===== src/rtl/instr_encoder_loader.sv =====
// Builds MIPS instruction words from decoded fields, buffers them in a small FIFO,
// and writes them to instruction memory at consecutive word addresses.
module instr_encoder_loader #(
  parameter int          FIFO_DEPTH = 4,
  parameter logic [31:0] BASE_ADDR  = 32'h01000000
) (
  input  logic        clock,
  input  logic        reset,
  input  logic        i_start,
  input  logic        i_enc_valid,
  output logic        o_enc_ready,
  input  logic [1:0]  i_class_2,
  input  logic [5:0]  i_op_type_6,
  input  logic [4:0]  i_rs_addr_5,
  input  logic [4:0]  i_rt_addr_5,
  input  logic [4:0]  i_rd_addr_5,
  input  logic [4:0]  i_sh_amt_5,
  input  logic [15:0] i_imm_val_16,
  input  logic [25:0] i_target_26,
  input  logic        i_last,
  output logic [31:0] o_mem_addr_32,
  output logic [31:0] o_mem_data_32,
  output logic        o_mem_wr_valid,
  input  logic        i_mem_wr_ready,
  output logic        o_busy,
  output logic        o_done,
  output logic        o_err,
  output logic [15:0] o_count_16,
  output logic [1:0]  dbg_state
);

  // Handshakes: a request transfers on a rising edge where i_enc_valid && o_enc_ready;
  // a memory write transfers where o_mem_wr_valid && i_mem_wr_ready. While valid is
  // high and the transfer has not happened, the presented payload does not change.

  localparam int PW = (FIFO_DEPTH > 1) ? $clog2(FIFO_DEPTH) : 1;
  localparam int CW = PW + 1;

  typedef enum logic [1:0] {
    IDLE   = 2'd0,
    ACTIVE = 2'd1,
    FLUSH  = 2'd2,
    DONE   = 2'd3
  } state_t;

  state_t         state;
  logic [31:0]    addr_q;
  logic [15:0]    count_q;
  logic           err_q;

  logic [31:0]    fifo_mem [FIFO_DEPTH];
  logic [PW-1:0]  wr_ptr;
  logic [PW-1:0]  rd_ptr;
  logic [CW-1:0]  occ;
  logic           fifo_full;
  logic           fifo_empty;

  logic [31:0]    enc_word;
  logic           enc_legal;
  logic           accept;
  logic           push;
  logic           pop;

  always_comb begin
    enc_word  = '0;
    enc_legal = 1'b1;
    case (i_class_2)
      2'd0: enc_word = {6'b000000, i_rs_addr_5, i_rt_addr_5, i_rd_addr_5,
                        i_sh_amt_5, i_op_type_6};
      2'd1: enc_word = {i_op_type_6, i_rs_addr_5, i_rt_addr_5, i_imm_val_16};
      2'd2: begin
        enc_word  = {i_op_type_6, i_target_26};
        // Only J and JAL exist in the jump class.
        enc_legal = (i_op_type_6 == 6'b000010) || (i_op_type_6 == 6'b000011);
      end
      default: enc_word = {6'b000001, i_rs_addr_5, i_op_type_6[4:0], i_imm_val_16};
    endcase
  end

  assign fifo_full   = (occ == CW'(FIFO_DEPTH));
  assign fifo_empty  = (occ == '0);
  assign o_enc_ready = (state == ACTIVE) && !fifo_full;
  assign accept      = i_enc_valid && o_enc_ready;
  assign push        = accept && enc_legal;
  assign pop         = o_mem_wr_valid && i_mem_wr_ready;

  // Payload is forced to zero whenever nothing is being offered.
  assign o_mem_wr_valid = !fifo_empty;
  assign o_mem_data_32  = fifo_empty ? 32'h0 : fifo_mem[rd_ptr];
  assign o_mem_addr_32  = fifo_empty ? 32'h0 : addr_q;

  assign o_busy     = (state != IDLE);
  assign o_done     = (state == DONE);
  assign o_err      = err_q;
  assign o_count_16 = count_q;
  assign dbg_state  = state;

  always_ff @(posedge clock) begin
    if (push) fifo_mem[wr_ptr] <= enc_word;
  end

  always_ff @(posedge clock or posedge reset) begin
    if (reset) begin
      wr_ptr <= '0;
      rd_ptr <= '0;
      occ    <= '0;
    end else begin
      if (push) wr_ptr <= (wr_ptr == PW'(FIFO_DEPTH - 1)) ? '0 : wr_ptr + PW'(1);
      if (pop)  rd_ptr <= (rd_ptr == PW'(FIFO_DEPTH - 1)) ? '0 : rd_ptr + PW'(1);
      case ({push, pop})
        2'b10:   occ <= occ + CW'(1);
        2'b01:   occ <= occ - CW'(1);
        default: occ <= occ;
      endcase
    end
  end

  always_ff @(posedge clock or posedge reset) begin
    if (reset) begin
      state   <= IDLE;
      addr_q  <= BASE_ADDR;
      count_q <= '0;
      err_q   <= 1'b0;
    end else begin
      if (pop) begin
        addr_q  <= addr_q + 32'd4;
        count_q <= count_q + 16'd1;
      end
      if (accept && !enc_legal) err_q <= 1'b1;
      case (state)
        IDLE: begin
          if (i_start) begin
            state   <= ACTIVE;
            addr_q  <= BASE_ADDR;
            count_q <= '0;
            err_q   <= 1'b0;
          end
        end
        ACTIVE: begin
          if (accept && i_last) state <= FLUSH;
        end
        FLUSH: begin
          // Empty occupancy means the final write already completed on an earlier edge.
          if (fifo_empty) state <= DONE;
        end
        default: state <= IDLE;
      endcase
    end
  end

endmodule


===== config.mk =====
export PLATFORM = sky130hd
export DESIGN_NAME = instr_encoder_loader
export DESIGN_NICKNAME = d
export VERILOG_FILES = /design/src/rtl/instr_encoder_loader.sv
export SDC_FILE = /design/constraint.sdc
export NUM_CORES = 1
export LEC_CHECK = 0
export ABC_AREA = 0
export BUFFER_PORTS_ARGS = -buffer_cell sky130_fd_sc_hd__buf_2
export CAP_MARGIN = 30
export CORE_AREA = 2 2 135 137
export DETAILED_ROUTE_END_ITERATION = 12
export DIE_AREA = 0 0 137 139
export GPL_ROUTABILITY_DRIVEN = 0
export PLACE_DENSITY_LB_ADDON = 0.15
export SETUP_SLACK_MARGIN = 0.3
export SYNTH_ARGS = -nofsm -noshare
export SYNTH_HDL_FRONTEND = slang
export SYNTH_SLANG_ARGS = --single-unit

===== constraint.sdc =====
create_clock -name clock -period 2.05 [get_ports clock]
set_input_delay 0.1025 -clock clock [delete_from_list [all_inputs] [get_ports clock]]
set_output_delay 0.1025 -clock clock [all_outputs]
set_load 0.05 [all_outputs]

==> results of run 1 <==
through the flow:
stage               utilization  cells  setup slack, ps
global placement         0.5782   1046           -52.23
global route             0.7074   1130           -135.4
finish                   0.7074   1130           -82.07
CTS                      0.6722   1105           -87.65
detailed placement       0.5782   1046           -69.28
floorplan                     -    643            23.96
cells in the final DEF (no fill, tap or decap), types with 8 or more instances in the layout:
cell type | synthesis | layout
a21oi_1 | 29 | 17
a21oi_2 | 0 | 12
and2_1 | 70 | 8
and2_4 | 0 | 61
buf_12 | 0 | 20
buf_2 | 2 | 99
buf_4 | 2 | 48
buf_6 | 1 | 40
buf_8 | 0 | 42
clkbuf_16 | 0 | 25
dfrtp_1 | 55 | 40
dfrtp_2 | 0 | 15
edfxtp_1 | 128 | 128
ha_1 | 12 | 9
inv_1 | 19 | 14
mux2i_1 | 23 | 23
mux4_2 | 32 | 32
nand2_1 | 40 | 38
nand3_1 | 15 | 13
nand4_1 | 13 | 13
nor2_1 | 28 | 25
o21ai_0 | 28 | 27
o31ai_1 | 11 | 10
or4_4 | 1 | 8
xnor2_1 | 11 | 10
xor2_1 | 8 | 8
cell families after synthesis:
logic type / Yosys count / synth area share
XOR/XNOR: 19 / 0.01934
multiplexers: 63 / 0.1210
AO/OA/AOI/OAI: 85 / 0.05933
flip-flops: 184 / 0.6097
buffers and inverters: 57 / 0.02690
AND/OR/NAND/NOR: 219 / 0.1424
other: 1 / 0.0004358
adder cells (fa/ha/maj): 14 / 0.02094
routing by layer:
metal  global-route usage  vias up
li1                     -     2902
met1               0.2963     3206
met2               0.4108      231
met3              0.03911       24
met4              0.07379        0
met5                    0        -
path summary, 6_finish.rpt:
kind,start,endpoint,slack (ps),cells after the start
max,occ[2],o_mem_addr_32[8],-80,7
min,i_rs_addr_5[2],fifo_mem[3][23],50,2
max reg2reg,occ[2],addr_q[25],-30,6
min reg2reg,o_err,o_err,540,1
max in group asynchronous,reset,rd_ptr[0],1030,4
min in group asynchronous,reset,addr_q[7],380,3
what timing repair did:
item / in CTS / in global routing
cloned: 6 / 8
setup buffers: 20 / 17
gates resized for setup: 233 / 91
endpoints found under the setup margin: 98 / 205
hold endpoints to repair: 30 / 0
hold buffers: 1 / 0
pin swaps: 28 / 27
power by group:
part	switching (µW)	total, µW	internal (µW)
logic	4470	8450	3980
registers	273	4640	4370
clock network	1460	3300	1840
total	6200	16400	10200
critical path, delay by kind of cell (launching register included):
family / cells / cell delay (ps)
flops: 1 / 420
buf+inv: 5 / 780
simple gates: 2 / 400
final cells by class:
| cell class | instances | share of cell area |
|---|---|---|
| sequential | 184 | 0.4215 |
| multi-input combinational | 402 | 0.2868 |
| timing repair buffer | 263 | 0.2150 |
| clock buffer | 20 | 0.03496 |
| tap | 229 | 0.02294 |
| clock inverter | 12 | 0.01242 |
| inverter | 20 | 0.006411 |
registers in the layout (all words and copies together) (netlist names):
name	flops
occ	3
wr_ptr	2
o_count_16	16
dbg_state	2
o_err	1
fifo_mem	128
addr_q	30
rd_ptr	2
==> results.ini, run 1 <==
[run_status]
status=finished, violations left
violations=setup timing

[sta]
finalSetupTns_ps=-2961
finClkSkew_ps=6.211
rsz0062_at_grt=yes
max_clock_freq_mhz=469.0
timing_hold_violations_final=0
hold_slack_ps=53.81
max_slew_margin=0.4806
final_max_slew_viol_count=0
fin_ws_ps=-82.07
layout_min_cycle_time_ps=2132
setup_viol_count_final=57
finalCritPeriodShare=1.040
worst-slew-pin-transition_ps=777.9

[drt]
wire_per_inst_um=20.15
met1Wirelength_um=9013
dr.pass1.iters=4
dr_wl_met2_um=12180
routed_via_density=5.631
top_layer=met4
totalWireLength_um=22770
wl_met3_um=1209
drc=0
antenna_left=0
num_vias=6363
drt-initial-drc-count=405

[yosys]
synthFlopType=edfxtp_1
synth_common_cells=edfxtp_1, and2_1, dfrtp_1
yosysWarnings=0
seq_area_frac_synth=0.6097
syn_avg_cell_area_um2=13.40
post-synth-top-area-cell=edfxtp_1
async_flop_share=0.3043
syn_area_um2=8605
synth_top_area_share=0.4467
synth_seq_cells=184
synthTopCellsByArea=edfxtp_1, dfrtp_1, mux4_2
synthCells=642
synthDistinctLibCells=51
synth-edff-count=128
synth.most_common_cell=edfxtp_1

[layout]
multiInputGateArea_um2=3582
fin_nets=977
n_fill_cell=1184
diodes=0
area_growth_pct=45.16
final-seq-area_um2=5265
drive_above_1_share=0.5205
finalInstanceArea_um2=12490

[clocking]
numCtsBuffers=17
ctsLongestPathBuffers=2
cts_tree=built
clock-root-buffer=clkbuf_16
htree_levels=4
insertion_delay_ps=430
clock_sinks=184
clk_pin_slew_ps=70

[global_route]
overflow=0
grt_start_max_net_pins=40
gr-usage-all-layers=0.2347
antenna_found_initial=0
first_global_vias=6334
grt_pass1_wl_um=33950

[hold_path]
min_path_type=primary input to register

[setup_path]
worstSetupPathType=register to output pin
end_kind=output pin
critPathLaunchType=register
cp_slowest_cell=dfrtp_1
cp_slowest_stage_delay_ps=420
cp_cell_sequence=buf_6, nor3_4, clkinv_4, buf_12, buf_16, and2_4, buf_8
critical_path_required_ps=1950
worstPathArrival_ps=2030
cp_max_fo=6

[placement]
place_area_um2=10210
dp_hpwl_um=14690
portBuffers=160

[power_and_ir_drop]
finalPower_uw=16400
ir_worst_vdd_mv=1.015
total_leakage_power_uw=0.005010
powerDensity_nw_per_um2=1313

[die]
start_util=0.4873
core-area_um2=17660
std_cell_rows=49
die_h_um=139
ioPinCount=163
die_w_um=137
dieArea_um2=19040

[job]
drv_cap=0

Power figures use the tool's default switching activity.
==> run 2, diff against run 1 <==
CTS_BUF_LIST = sky130_fd_sc_hd__clkbuf_8   (was default)
CTS_CLUSTER_SIZE = 24   (was default)
==> results.ini, run 2 (synthesis results as in run 1) <==
[layout]
drive_above_1_share=0.5276
area_growth_pct=43.42
fin_nets=982
top_register=fifo_mem
finish.utilization=0.6989
diodes=0
layout_commonest_cell=edfxtp_1
largest_reg_flops=128
mostFrequentLayoutCells=edfxtp_1, buf_2, and2_4

[sta]
max_slew_margin=0.4770
max_clock_freq_mhz=456.1
layout_min_cycle_time_ps=2193
fin_ws_ps=-142.6
timing_hold_violations_final=0
final_max_slew_viol_count=0
finalSetupTns_ps=-6628
hold_slack_ps=41.96
rsz0062_at_grt=yes
finalCritPeriodShare=1.070
finClkSkew_ps=13.67
setup_viol_count_final=68
worst-slew-pin-transition_ps=783.4

[run_status]
violations=setup timing
status=finished, violations left

[setup_path]
reg2regPathDepth=7
worstPathArrival_ps=2590
critical_path_required_ps=2450
cp_slowest_stage_delay_ps=600
worstSetupPathType=register to register
cp_slowest_cell=or4_4
critPathLaunchType=register
critical_path.top_delay_family=simple AND/OR/NAND/NOR gates
reg2reg_slack_ps=-140
r2r_end=addr_q[27]
timing.rr.start=occ[1]
cp_max_fo=8
cp_cell_sequence=buf_4, buf_6, o31ai_4, buf_6, or4_4, or4_4, a21oi_2
end_kind=register
crit_buf_inv=3

[power_and_ir_drop]
sw_frac_of_total=0.3956
powerDensity_nw_per_um2=1261
total_leakage_power_uw=0.004959
power_frac_clock=0.159
seq_power_share=0.300
ir_worst_vdd_mv=0.9804
power_switching_uw=6155
p_int_uw=9405
comb_power_share=0.541

[hold_path]
hold_depth=2
min_to=fifo_mem[2][24]
min_path_type=primary input to register
hold_start=i_rs_addr_5[3]

[global_route]
grt_pass1_wl_um=33520
overflow=0
antenna_found_initial=0
grt_start_max_net_pins=40
first_global_vias=6334
gr-usage-all-layers=0.2314

[drt]
wire_per_inst_um=20.20
totalWireLength_um=22930
routed_via_density=5.613
antenna_left=0
drt-initial-drc-count=365
drc=0
num_vias=6371
dr.pass1.iters=5

[placement]
place_ws_ps=-69.28
portBuffers=160
dp_hpwl_um=14690

[clocking]
clock-root-buffer=clkbuf_8
clk_pin_slew_ps=100
ctsLongestPathBuffers=2
insertion_delay_ps=470
clock_sinks=184
htree_levels=4
numCtsBuffers=17
cts_tree=built

[die]
start_util=0.4873
ioPinCount=163
die_h_um=139
std_cell_rows=49
core-area_um2=17660
die_w_um=137
dieArea_um2=19040

[job]
drv_cap=0

==> run 2: cell types whose count changed in the layout (fill, tap and decap cells not counted), sizes merged <==
cell         delta
dlygate4sd3     +3
inv             +3
buf             +6
clkbuf          -7
==> run 2: layout make-up <==
cell class	count	area (µm²)
multi-input cells	402	3681
clock inverters	15	166.4
inverters	20	82.58
clock buffers	17	234.0
flip-flops and latches	184	5265
well taps	229	286.5
fillers	1167	5316
repair buffers	268	2625
==> run 2: power groups by stage <==
stage / logic [µW] / registers, µW / clock network [µW]
CTS: 7570 / 4650 / 2510
floorplan: 4020 / 4850 / 0
global route: 8790 / 4700 / 2650
global placement: 5790 / 4710 / 0
finish: 8420 / 4670 / 2470
detailed placement: 5870 / 4740 / 0
==> run 2: how the worst max path moves through the flow <==
stage | start | endpoint | slack (ps) | cells past startpoint
floorplan | occ[0] | occ[2] | 20 | 10
global placement | i_op_type_6[3] | occ[2] | -50 | 12
detailed placement | i_op_type_6[3] | occ[2] | -70 | 12
CTS | rd_ptr[0] | o_mem_data_32[31] | -140 | 4
global route | occ[1] | o_mem_data_32[4] | -210 | 7
finish | occ[1] | addr_q[27] | -140 | 7
==> run 2: metal layers <==
metal | GRT usage | vias to the layer above | part of all wire
met4 | 0.07759 | 0 | 0.021
met3 | 0.03984 | 38 | 0.056
met2 | 0.3991 | 267 | 0.52
li1 | - | 2902 | -
met1 | 0.2948 | 3164 | 0.40
met5 | 0 | - | 0
==> run 2: worst reg2reg max path: cells and delay by family (launching register included) <==
kind	cells	cell delay, ps
simple gates	2	1110
flops	1	440
buf+inv	3	380
compound gates	2	210
==> run 2: through the flow <==
stage / total power (µW) / cell area (µm²) / instances
after global routing: 16140 / 12340 / 1135
after CTS: 14730 / 11670 / 1107
after floorplan: 8870 / 8713 / 643
after global placement: 10500 / 10210 / 1046
final: 15560 / 12340 / 1135
after detailed placement: 10620 / 10210 / 1046
==> run 2: what timing repair did <==
action	4_1_cts	5_1_grt
hold buffers	4	0
endpoints found under the hold margin	34	0
gates cloned	6	4
endpoints found under the setup margin	100	235
resized for setup	222	103
buffers inserted	19	24
pin swaps	26	34
==> run 3, diff against run 2 <==
PLACE_DENSITY = 0.75   (was default)
PLACE_DENSITY_LB_ADDON = default   (was 0.15)
==> results.ini, run 3 (synthesis results as in run 1) <==
[layout]
layout_commonest_cell=edfxtp_1
fin_nets=1001
largest_reg_flops=128
n_fill_cell=1035
mostFrequentLayoutCells=edfxtp_1, buf_2, buf_6
diodes=0
area_growth_pct=46.66
finalInstanceArea_um2=12620
top_register=fifo_mem
drive_above_1_share=0.5395
multiInputGateArea_um2=3692
final-seq-area_um2=5265

[setup_path]
critical_path_required_ps=2440
cp_max_fo=6
cp_slowest_stage_delay_ps=570
crit_start=occ[2]
worstSetupPathType=register to register
critical_path.top_delay_family=simple AND/OR/NAND/NOR gates
critPathLaunchType=register
cp_slowest_cell=or4_4
end_kind=register
cp_cell_sequence=buf_6, buf_6, buf_6, o31ai_4, buf_12, or4_4, or4_4, a21oi_2
worstPathArrival_ps=2610
crit_buf_inv=4
timing.rr.start=occ[2]
cp_common_cell=buf_6

[die]
die_h_um=139
core-area_um2=17660
die_w_um=137
ioPinCount=163
std_cell_rows=49
dieArea_um2=19040
start_util=0.4873

[power_and_ir_drop]
finalPower_uw=15800
total_leakage_power_uw=0.005064
powerDensity_nw_per_um2=1252
ir_worst_vdd_mv=1.062

[global_route]
groute.layer.met3.usage=0.05665
grt_start_max_net_pins=57
gr-usage-all-layers=0.2373
grt_pass1_wl_um=34440
use_met2=0.3983
overflow=0
busiest_layer=met2
antenna_found_initial=0
first_global_vias=6428
grt_use_met1=0.3065

[drt]
dr.pass1.iters=5
wire_per_inst_um=21.04
routed_via_density=5.815
drc=0
totalWireLength_um=24280
drt-initial-drc-count=662
antenna_left=0
num_vias=6710

[placement]
portBuffers=160
dp_hpwl_um=13720
place_area_um2=10240

[sta]
worst-slew-pin-transition_ps=705.8
fin_ws_ps=-167.8
layout_min_cycle_time_ps=2218
finClkSkew_ps=15.43
hold_slack_ps=51.05
finalCritPeriodShare=1.082
final_max_slew_viol_count=0
setup_viol_count_final=70
max_clock_freq_mhz=450.9
rsz0062_at_grt=yes
max_slew_margin=0.5245
timing_hold_violations_final=0
finalSetupTns_ps=-4406

[clocking]
clk_pin_slew_ps=100
cts_tree=built
numCtsBuffers=17
insertion_delay_ps=470
htree_levels=4
clock-root-buffer=clkbuf_8
ctsLongestPathBuffers=2
clock_sinks=184

[job]
drv_cap=0

[run_status]
status=finished, violations left
violations=setup timing

[hold_path]
hold_start=i_imm_val_16[12]
min_path_type=primary input to register

[run 3: cell count changes in the layout (fill, tap and decap cells not counted), sizes merged]
cell / change
buf: +11
dlygate4sd3: +7
clkinv: +3
clkinvlp: -2
inv: -1
or4: +1
[run 3: per-layer routing]
| metal | routed length, µm | vias to the layer above |
|---|---|---|
| met1 | 9103 | 3353 |
| met4 | 674 | 0 |
| met3 | 1779 | 63 |
| met5 | 0 | - |
| li1 | - | 2950 |
| met2 | 12720 | 344 |
[run 3: final timing paths]
kind / to / slack, ps / cells after the start
max: addr_q[25] / -170 / 8
min: fifo_mem[3][12] / 50 / 3
max reg2reg: addr_q[25] / -170 / 8
min reg2reg: o_err / 560 / 1
max in group asynchronous: addr_q[24] / 1500 / 4
min in group asynchronous: o_count_16[1] / 240 / 4
[run 3: cell type report]
class	instances	share of cell area
clock inverters	15	0.01319
multi-input cells	403	0.2926
well taps	229	0.02270
clock buffers	17	0.01854
inverters	20	0.006345
repair buffers	286	0.2294
flip-flops and latches	184	0.4172
[run 3: worst reg2reg max path: stages, from the launching register on]
cell	delay (ps)
dfrtp_2	440
buf_6	120
buf_6	90
buf_6	90
o31ai_4	60
buf_12	150
or4_4	570
or4_4	510
a21oi_2	120
[run 3: timing repair]
| action | CTS | global route |
|---|---|---|
| hold endpoints to repair | 76 | 0 |
| endpoints found under the setup margin | 98 | 244 |
| buffers inserted | 33 | 14 |
| pin swaps | 28 | 16 |
| gates cloned | 10 | 6 |
| hold buffers | 11 | 0 |
| resized for setup | 245 | 90 |
[run 3: report_power, final]
group | leakage (µW) | internal [µW] | switching [µW]
Sequential | 0.00189 | 4370 | 258
Clock | 0.000207 | 1110 | 1370
Combinational | 0.00297 | 4050 | 4640
Total | 0.00506 | 9540 | 6260
[run 3: metrics by stage]
stage | setup slack (ps) | utilization | instances
2_1_floorplan | 23.96 | - | 643
3_3_place_gp | -13.66 | 0.5801 | 1048
3_5_place_dp | -57.63 | 0.5801 | 1048
4_1_cts | -109.8 | 0.6818 | 1134
5_1_grt | -210.4 | 0.7147 | 1154
6_report | -167.8 | 0.7147 | 1154
